$ cat config.mk
export PLATFORM = sky130hd
export DESIGN_NAME = rst_seq_ctrl_flat
export DESIGN_NICKNAME = d
export VERILOG_FILES = /design/src/rtl/rst_seq_ctrl_if.sv /design/src/rtl/rst_seq_ctrl.sv /design/src/flat_wrapper.sv
export SDC_FILE = /design/constraint.sdc
export NUM_CORES = 1
export LEC_CHECK = 0
export CORE_ASPECT_RATIO = 0.9
export CORE_MARGIN = 10
export CORE_UTILIZATION = 38
export DETAILED_ROUTE_END_ITERATION = 16
export PLACE_DENSITY = 0.71
export SKIP_CTS_REPAIR_TIMING = 1
export SYNTH_ARGS = -nofsm -noshare
export SYNTH_HDL_FRONTEND = slang
export SYNTH_SLANG_ARGS = --single-unit
export TNS_END_PERCENT = 50
$ cat constraint.sdc
create_clock -name clk -period 2 [get_ports clk]
set_input_delay 0.2 -clock clk [delete_from_list [all_inputs] [get_ports clk]]
set_output_delay 0.2 -clock clk [all_outputs]
set_load 0.01 [all_outputs]
$ cat src/rtl/rst_seq_ctrl_if.sv
// Handshake bundle between the reset sequencer and its downstream blocks.
// master = sequencer side, slave = block/stimulus side.
interface rst_seq_ctrl_if #(
  parameter int NUM_OUT = 4
);
  logic               soft_req;
  logic [NUM_OUT-1:0] ready;
  logic [NUM_OUT-1:0] rst_out;
  logic               busy;
  logic               seq_done;
  logic [NUM_OUT-1:0] err;

  modport master (
    input  soft_req,
    input  ready,
    output rst_out,
    output busy,
    output seq_done,
    output err
  );

  modport slave (
    output soft_req,
    output ready,
    input  rst_out,
    input  busy,
    input  seq_done,
    input  err
  );
endinterface

$ cat src/rtl/rst_seq_ctrl.sv
// Ordered reset release for the UART system blocks, with soft restart.
// Define RST_SEQ_TIMEOUT_EN to bound the READY wait and flag timeouts in err.
module rst_seq_ctrl #(
  parameter int NUM_OUT    = 4,
  parameter int MIN_ASSERT = 4,
  parameter int GAP_CYCLES = 2,
  parameter int TIMEOUT    = 16,
  parameter int CNT_W      = 8
) (
  input  logic           clk,
  input  logic           rst,
  rst_seq_ctrl_if.master bus
);

  typedef enum logic [1:0] {
    S_ASSERT,
    S_WAIT_RDY,
    S_GAP,
    S_DONE
  } state_t;

  localparam int IW = (NUM_OUT > 1) ? $clog2(NUM_OUT) : 1;

  localparam logic [CNT_W-1:0] MIN_LAST =
    CNT_W'(MIN_ASSERT - 1);
  localparam logic [CNT_W-1:0] GAP_LAST =
    CNT_W'((GAP_CYCLES > 0) ? GAP_CYCLES - 1 : 0);
  localparam logic [IW-1:0] IDX_LAST =
    IW'(NUM_OUT - 1);

  if (NUM_OUT < 1 || MIN_ASSERT < 1 || TIMEOUT < 1
      || GAP_CYCLES < 0
      || MIN_ASSERT >= (1 << CNT_W)
      || GAP_CYCLES >= (1 << CNT_W)
      || TIMEOUT >= (1 << CNT_W)) begin : g_bad_cfg
    $error("rst_seq_ctrl: illegal parameter set");
  end

  state_t             state_q, state_d;
  logic [CNT_W-1:0]   cnt_q, cnt_d;
  logic [IW-1:0]      idx_q, idx_d;
  logic [NUM_OUT-1:0] rst_out_q, rst_out_d;
  logic [IW-1:0]      idx_inc;
  logic               rdy;
  logic               adv;

`ifdef RST_SEQ_TIMEOUT_EN
  localparam logic [CNT_W-1:0] TMO_LAST =
    CNT_W'(TIMEOUT - 1);
  logic [NUM_OUT-1:0] err_q, err_d;
`endif

  assign idx_inc = idx_q + IW'(1);
  assign rdy     = bus.ready[idx_q];

  always_comb begin
    state_d   = state_q;
    cnt_d     = cnt_q;
    idx_d     = idx_q;
    rst_out_d = rst_out_q;
    adv       = 1'b0;
`ifdef RST_SEQ_TIMEOUT_EN
    err_d     = err_q;
`endif

    unique case (state_q)
      S_ASSERT: begin
        if (cnt_q == MIN_LAST) begin
          rst_out_d[0] = 1'b1;
          cnt_d        = '0;
          state_d      = S_WAIT_RDY;
        end else begin
          cnt_d = cnt_q + CNT_W'(1);
        end
      end

      S_WAIT_RDY: begin
`ifdef RST_SEQ_TIMEOUT_EN
        // a READY on the terminal edge beats the timeout
        if (rdy) begin
          adv = 1'b1;
        end else if (cnt_q == TMO_LAST) begin
          adv          = 1'b1;
          err_d[idx_q] = 1'b1;
        end else begin
          cnt_d = cnt_q + CNT_W'(1);
        end
`else
        adv = rdy;
`endif
        if (adv) begin
          cnt_d = '0;
          if (idx_q == IDX_LAST) begin
            state_d = S_DONE;
          end else if (GAP_CYCLES == 0) begin
            rst_out_d[idx_inc] = 1'b1;
            idx_d              = idx_inc;
          end else begin
            state_d = S_GAP;
          end
        end
      end

      S_GAP: begin
        if (cnt_q == GAP_LAST) begin
          rst_out_d[idx_inc] = 1'b1;
          idx_d              = idx_inc;
          cnt_d              = '0;
          state_d            = S_WAIT_RDY;
        end else begin
          cnt_d = cnt_q + CNT_W'(1);
        end
      end

      S_DONE: begin
        state_d = S_DONE;
      end

      default: begin
        state_d = S_ASSERT;
      end
    endcase

    // soft restart overrides the sequence but not the system reset
    if (bus.soft_req) begin
      state_d   = S_ASSERT;
      cnt_d     = '0;
      idx_d     = '0;
      rst_out_d = '0;
`ifdef RST_SEQ_TIMEOUT_EN
      err_d     = '0;
`endif
    end
  end

  always_ff @(posedge clk) begin
    if (!rst) begin
      state_q   <= S_ASSERT;
      cnt_q     <= '0;
      idx_q     <= '0;
      rst_out_q <= '0;
`ifdef RST_SEQ_TIMEOUT_EN
      err_q     <= '0;
`endif
    end else begin
      state_q   <= state_d;
      cnt_q     <= cnt_d;
      idx_q     <= idx_d;
      rst_out_q <= rst_out_d;
`ifdef RST_SEQ_TIMEOUT_EN
      err_q     <= err_d;
`endif
    end
  end

  assign bus.rst_out  = rst_out_q;
  assign bus.busy     = (state_q != S_DONE);
  assign bus.seq_done = (state_q == S_DONE);
`ifdef RST_SEQ_TIMEOUT_EN
  assign bus.err      = err_q;
`else
  assign bus.err      = '0;
`endif

endmodule

$ cat src/flat_wrapper.sv
// flat-port wrapper written by rule: the top's interface ports become plain ports
module rst_seq_ctrl_flat 
#(
  parameter int NUM_OUT    = 4,
  parameter int MIN_ASSERT = 4,
  parameter int GAP_CYCLES = 2,
  parameter int TIMEOUT    = 16,
  parameter int CNT_W      = 8
)
  (clk, rst, bus_soft_req, bus_ready, bus_rst_out, bus_busy, bus_seq_done, bus_err);
  rst_seq_ctrl_if #(.NUM_OUT(NUM_OUT)) bus_i ();
  input  logic clk;
  input  logic rst;
  input wire logic [$bits(bus_i.soft_req)-1:0] bus_soft_req;
  input wire logic [$bits(bus_i.ready)-1:0] bus_ready;
  output wire logic [$bits(bus_i.rst_out)-1:0] bus_rst_out;
  output wire logic [$bits(bus_i.busy)-1:0] bus_busy;
  output wire logic [$bits(bus_i.seq_done)-1:0] bus_seq_done;
  output wire logic [$bits(bus_i.err)-1:0] bus_err;
  assign bus_i.soft_req = bus_soft_req;
  assign bus_i.ready = bus_ready;
  assign bus_rst_out = bus_i.rst_out;
  assign bus_busy = bus_i.busy;
  assign bus_seq_done = bus_i.seq_done;
  assign bus_err = bus_i.err;
  rst_seq_ctrl #(.NUM_OUT(NUM_OUT), .MIN_ASSERT(MIN_ASSERT), .GAP_CYCLES(GAP_CYCLES), .TIMEOUT(TIMEOUT), .CNT_W(CNT_W)) u_core (.clk(clk), .rst(rst), .bus(bus_i));
endmodule
==> impl_results.rst <==
.. list-table::
   :header-rows: 1

   * - Metric
     - Value
   * - Result of the run
     - complete, no violations
   * - Number of synthesized flops with an enable pin
     - 0
   * - Overall Power
     - approximately 0.63 mW
   * - Via count of the first global-routing pass
     - about 960
   * - Worst-Skew Late Latency
     - 300 ps
   * - Area added between synthesis and finish
     - 22.4%
   * - Largest net degree at the start of global routing
     - 10
   * - Post-layout min period
     - 1880 ps
   * - TritonCTS clock tree
     - done
   * - Worst IR Drop VDD
     - about 0.34 mV
   * - DPL Wire Length
     - approximately 1900 um
   * - Routability congestion estimate from global placement
     - about 0.85
   * - Met2 layer wire length in the routed design
     - 1140 um
   * - Routed metal-1 wirelength
     - between 1000 and 1500 um
   * - Class of the most critical setup path
     - reg2reg
   * - Number of I/O pins
     - 17
   * - Launch point of the critical path
     - u_core.state_q[1]$_SDFFE_PP0P_
   * - Commonest cells in the netlist
     - sky130_fd_sc_hd__dfxtp_1 (16), sky130_fd_sc_hd__ha_1 (11), sky130_fd_sc_hd__inv_1 (9), sky130_fd_sc_hd__nand3_1 (9), sky130_fd_sc_hd__nor2_1 (9)
   * - Remaining routing DRC violations
     - 0
   * - Cell with the most instances after synthesis
     - sky130_fd_sc_hd__dfxtp_1
   * - Overall via count from detail_route
     - 946
   * - Leak pwr
     - just under 0.5 nW
   * - Cell area power density
     - 470 nW/um^2
   * - Reg2reg path depth
     - 7
   * - Timing-limited maximum frequency
     - around 530 MHz
   * - Cell type contributing the most total cell area after synthesis
     - sky130_fd_sc_hd__dfxtp_1
   * - Maximum fanout count along the critical path
     - 8
   * - Terminus of the critical flop-to-flop path
     - u_core.cnt_q[6]$_SDFFE_PP0P_
   * - Maximum number of buffers from clock root to sink
     - 2
   * - Vias per std cell
     - between 5 and 6
   * - Proportion of layout cells with a drive suffix above 1
     - 20.1%
   * - Antenna cell count
     - 0
   * - Number of instances in the synthesized netlist
     - 120
   * - Final count of negative-setup-slack endpoints
     - 0
   * - Internal Dissipation
     - 0.472 mW
   * - Synth Area per Inst
     - 9.17 sq um
   * - Number of inserted filler cells in the final layout
     - between 200 and 300
   * - Part of the total power dissipated in combinational logic
     - between 10 and 15%
   * - Total Nets Final
     - 158
   * - Final number of hold-violating endpoints
     - 0
   * - Portion of the clock cycle consumed by the worst path in the final layout
     - a little over nine tenths
   * - Pins Over Slew Limit
     - 0
   * - Power share of the sequential group
     - ~52%
   * - Routed wl met3
     - approximately 170 um
   * - Core Util, Final
     - between 40% and 50%
   * - H-tree depth reported by CTS
     - 1
   * - Clock Skews
     - about 3.8 ps
   * - Global-route wire length before repair
     - 4210 um
   * - Num Clock Sinks
     - 16
   * - Die height
     - around 71 um
   * - Top Metal Used
     - met4
   * - Largest cells by area after synthesis
     - sky130_fd_sc_hd__dfxtp_1 (29%), sky130_fd_sc_hd__ha_1 (13%), sky130_fd_sc_hd__nand3_1 (4.1%), sky130_fd_sc_hd__inv_1 (3.1%), sky130_fd_sc_hd__nor2_1 (3.1%)
   * - Row count
     - 18
   * - 1st-iter DRT viols
     - 72
   * - Full die area
     - between 5000 and 6000 sq um
   * - Switching pwr
     - ~0.16 mW
   * - TritonCTS Buffers
     - 3
   * - Clock transition at the registers of the reported paths
     - approximately 100 ps
   * - Initial antenna violation count
     - 0
   * - Flop and latch count out of synthesis
     - 16
   * - Classification of the worst-slack hold path
     - reg2reg
   * - Worst Path Arrival
     - approximately 2100 ps
   * - Reported max-cap violation count
     - 0
   * - CP startpoint kind
     - register
   * - Total wire length after detailed routing
     - roughly 2400 um
   * - Final sum of negative setup slack
     - 0 ps
   * - Synth Flop Type
     - sky130_fd_sc_hd__dfxtp_1
   * - First-pass iteration count of the detailed router
     - 4
   * - Capturing element of the worst setup path
     - u_core.cnt_q[6]$_SDFFE_PP0P_
   * - Effective utilization at floorplan
     - 39.7%
   * - Fraction of registers with async set or reset after synthesis
     - 0%
   * - Count of different cell masters after synthesis
     - 46
   * - Synth warn
     - 0
   * - Routed WL per cell
     - around 14 um
   * - Die X
     - between 70 and 80 um
   * - Switching share of power
     - between 20% and 30%
   * - FF-to-FF setup slack
     - roughly 120 ps
   * - WP data required
     - about 2200 ps
   * - Count of antenna-violating nets left after detailed routing
     - 0
   * - Synth top area share
     - 29.1%
   * - Setup crit end kind
     - register
   * - Overall overflow remaining after global route
     - 0
   * - Register area share after synthesis
     - about 29%
   * - RSZ-0062 raised after global routing
     - false
   * - Cell at the root of the clock tree
     - sky130_fd_sc_hd__clkbuf_4
   * - FF-to-FF Start
     - u_core.state_q[1]$_SDFFE_PP0P_
   * - Part of the total power dissipated in the clock network
     - a little over a third
   * - Global-route usage over all layers
     - ~9.0%
   * - Synth Cell Area
     - ~1100 sq um
   * - Core Region
     - ~2800 sq um
   * - Port bufs
     - 12
## layer usage
layer  vias up  track usage, %
li1        476               -
met1       439            10.5
met2        28            15.0
met3         3            3.16
met4         0            3.09
met5         -               0
## layout by cell type, fill, tap and decap left out, types with 3 or more instances in the layout
| cell | n |
|---|---|
| sky130_fd_sc_hd__conb_1 | 4 |
| sky130_fd_sc_hd__clkbuf_4 | 3 |
| sky130_fd_sc_hd__clkdlybuf4s50_1 | 12 |
| sky130_fd_sc_hd__mux2i_1 | 3 |
| sky130_fd_sc_hd__nor2_1 | 9 |
| sky130_fd_sc_hd__ha_1 | 10 |
| sky130_fd_sc_hd__inv_1 | 9 |
| sky130_fd_sc_hd__dfxtp_1 | 14 |
| sky130_fd_sc_hd__a31oi_1 | 3 |
| sky130_fd_sc_hd__nand2_1 | 7 |
| sky130_fd_sc_hd__nand3_1 | 9 |
| sky130_fd_sc_hd__a21oi_1 | 4 |
| sky130_fd_sc_hd__buf_4 | 8 |
## per-stage QoR
stage	worst slack, ps	instances	area, sq um	hold slack [ps]
2_1_floorplan	168	123	1110	489
5_1_grt	8.03	179	1350	537
3_5_place_dp	104	171	1260	469
3_3_place_gp	162	171	1260	447
4_1_cts	85.6	175	1300	494
6_report	119	179	1350	485
## cells by family (layout without fill, tap and decap cells)
logic type	after synthesis	after routing	share of synthesized area [%]
AOI/OAI and AO/OA	26	26	22.6
xor gates and xnor gates	1	1	0.797
adders and majority gates	11	11	12.5
buffers and inverters	17	33	7.28
DFF	16	16	29.1
muxes	5	5	4.78
other	1	4	0.341
and+or+nand+nor	43	43	22.5
## final cells by class
cell class / count / area [sq um] / area share (%)
multi-input combinational: 90 / 723 / 53.7
sequential: 16 / 323 / 24.0
timing repair buffer: 20 / 180 / 13.4
tap: 40 / 50.0 / 3.72
clock buffer: 4 / 36.3 / 2.70
inverter: 9 / 33.8 / 2.51
## flip-flops by register name (all words and copies together), names as in the netlist
| register | flops |
|---|---|
| u_core.state_q | 2 |
| u_core.bus.rst_out | 4 |
| u_core.idx_q | 2 |
| u_core.cnt_q | 8 |
## power groups by stage
stage,combinational [mW],sequential (mW),clock [mW]
5_1_grt,0.0853,0.328,0.248
2_1_floorplan,0.0505,0.334,0
6_report,0.0778,0.327,0.228
4_1_cts,0.0700,0.327,0.233
3_3_place_gp,0.0683,0.334,0
3_5_place_dp,0.0697,0.334,0
## worst min-delay path by stage
stage	startpoint	to	slack [ps]	depth (start not counted)
final	u_core.bus.rst_out[1]$_SDFFE_PP0P_	u_core.bus.rst_out[1]$_SDFFE_PP0P_	480	2
after global routing	u_core.bus.rst_out[2]$_SDFFE_PP0P_	u_core.bus.rst_out[2]$_SDFFE_PP0P_	540	2
after CTS	u_core.bus.rst_out[0]$_SDFFE_PP0P_	u_core.bus.rst_out[0]$_SDFFE_PP0P_	490	2
after detailed placement	u_core.bus.rst_out[1]$_SDFFE_PP0P_	u_core.bus.rst_out[1]$_SDFFE_PP0P_	470	2
after global placement	u_core.bus.rst_out[3]$_SDFFE_PP0P_	u_core.bus.rst_out[3]$_SDFFE_PP0P_	450	2
after floorplan	u_core.cnt_q[1]$_SDFFE_PP0P_	u_core.cnt_q[1]$_SDFFE_PP0P_	490	2
## worst max-delay path, stage by stage, from the launching register on
cell and delay (ps):
sky130_fd_sc_hd__dfxtp_2 360, sky130_fd_sc_hd__inv_1 90, sky130_fd_sc_hd__ha_4 280, sky130_fd_sc_hd__mux2_2 350, sky130_fd_sc_hd__a32oi_4 370, sky130_fd_sc_hd__nand2_4 130, sky130_fd_sc_hd__buf_4 150, sky130_fd_sc_hd__o22ai_1 90
No activity file was read; power rests on OpenSTA's default activity.
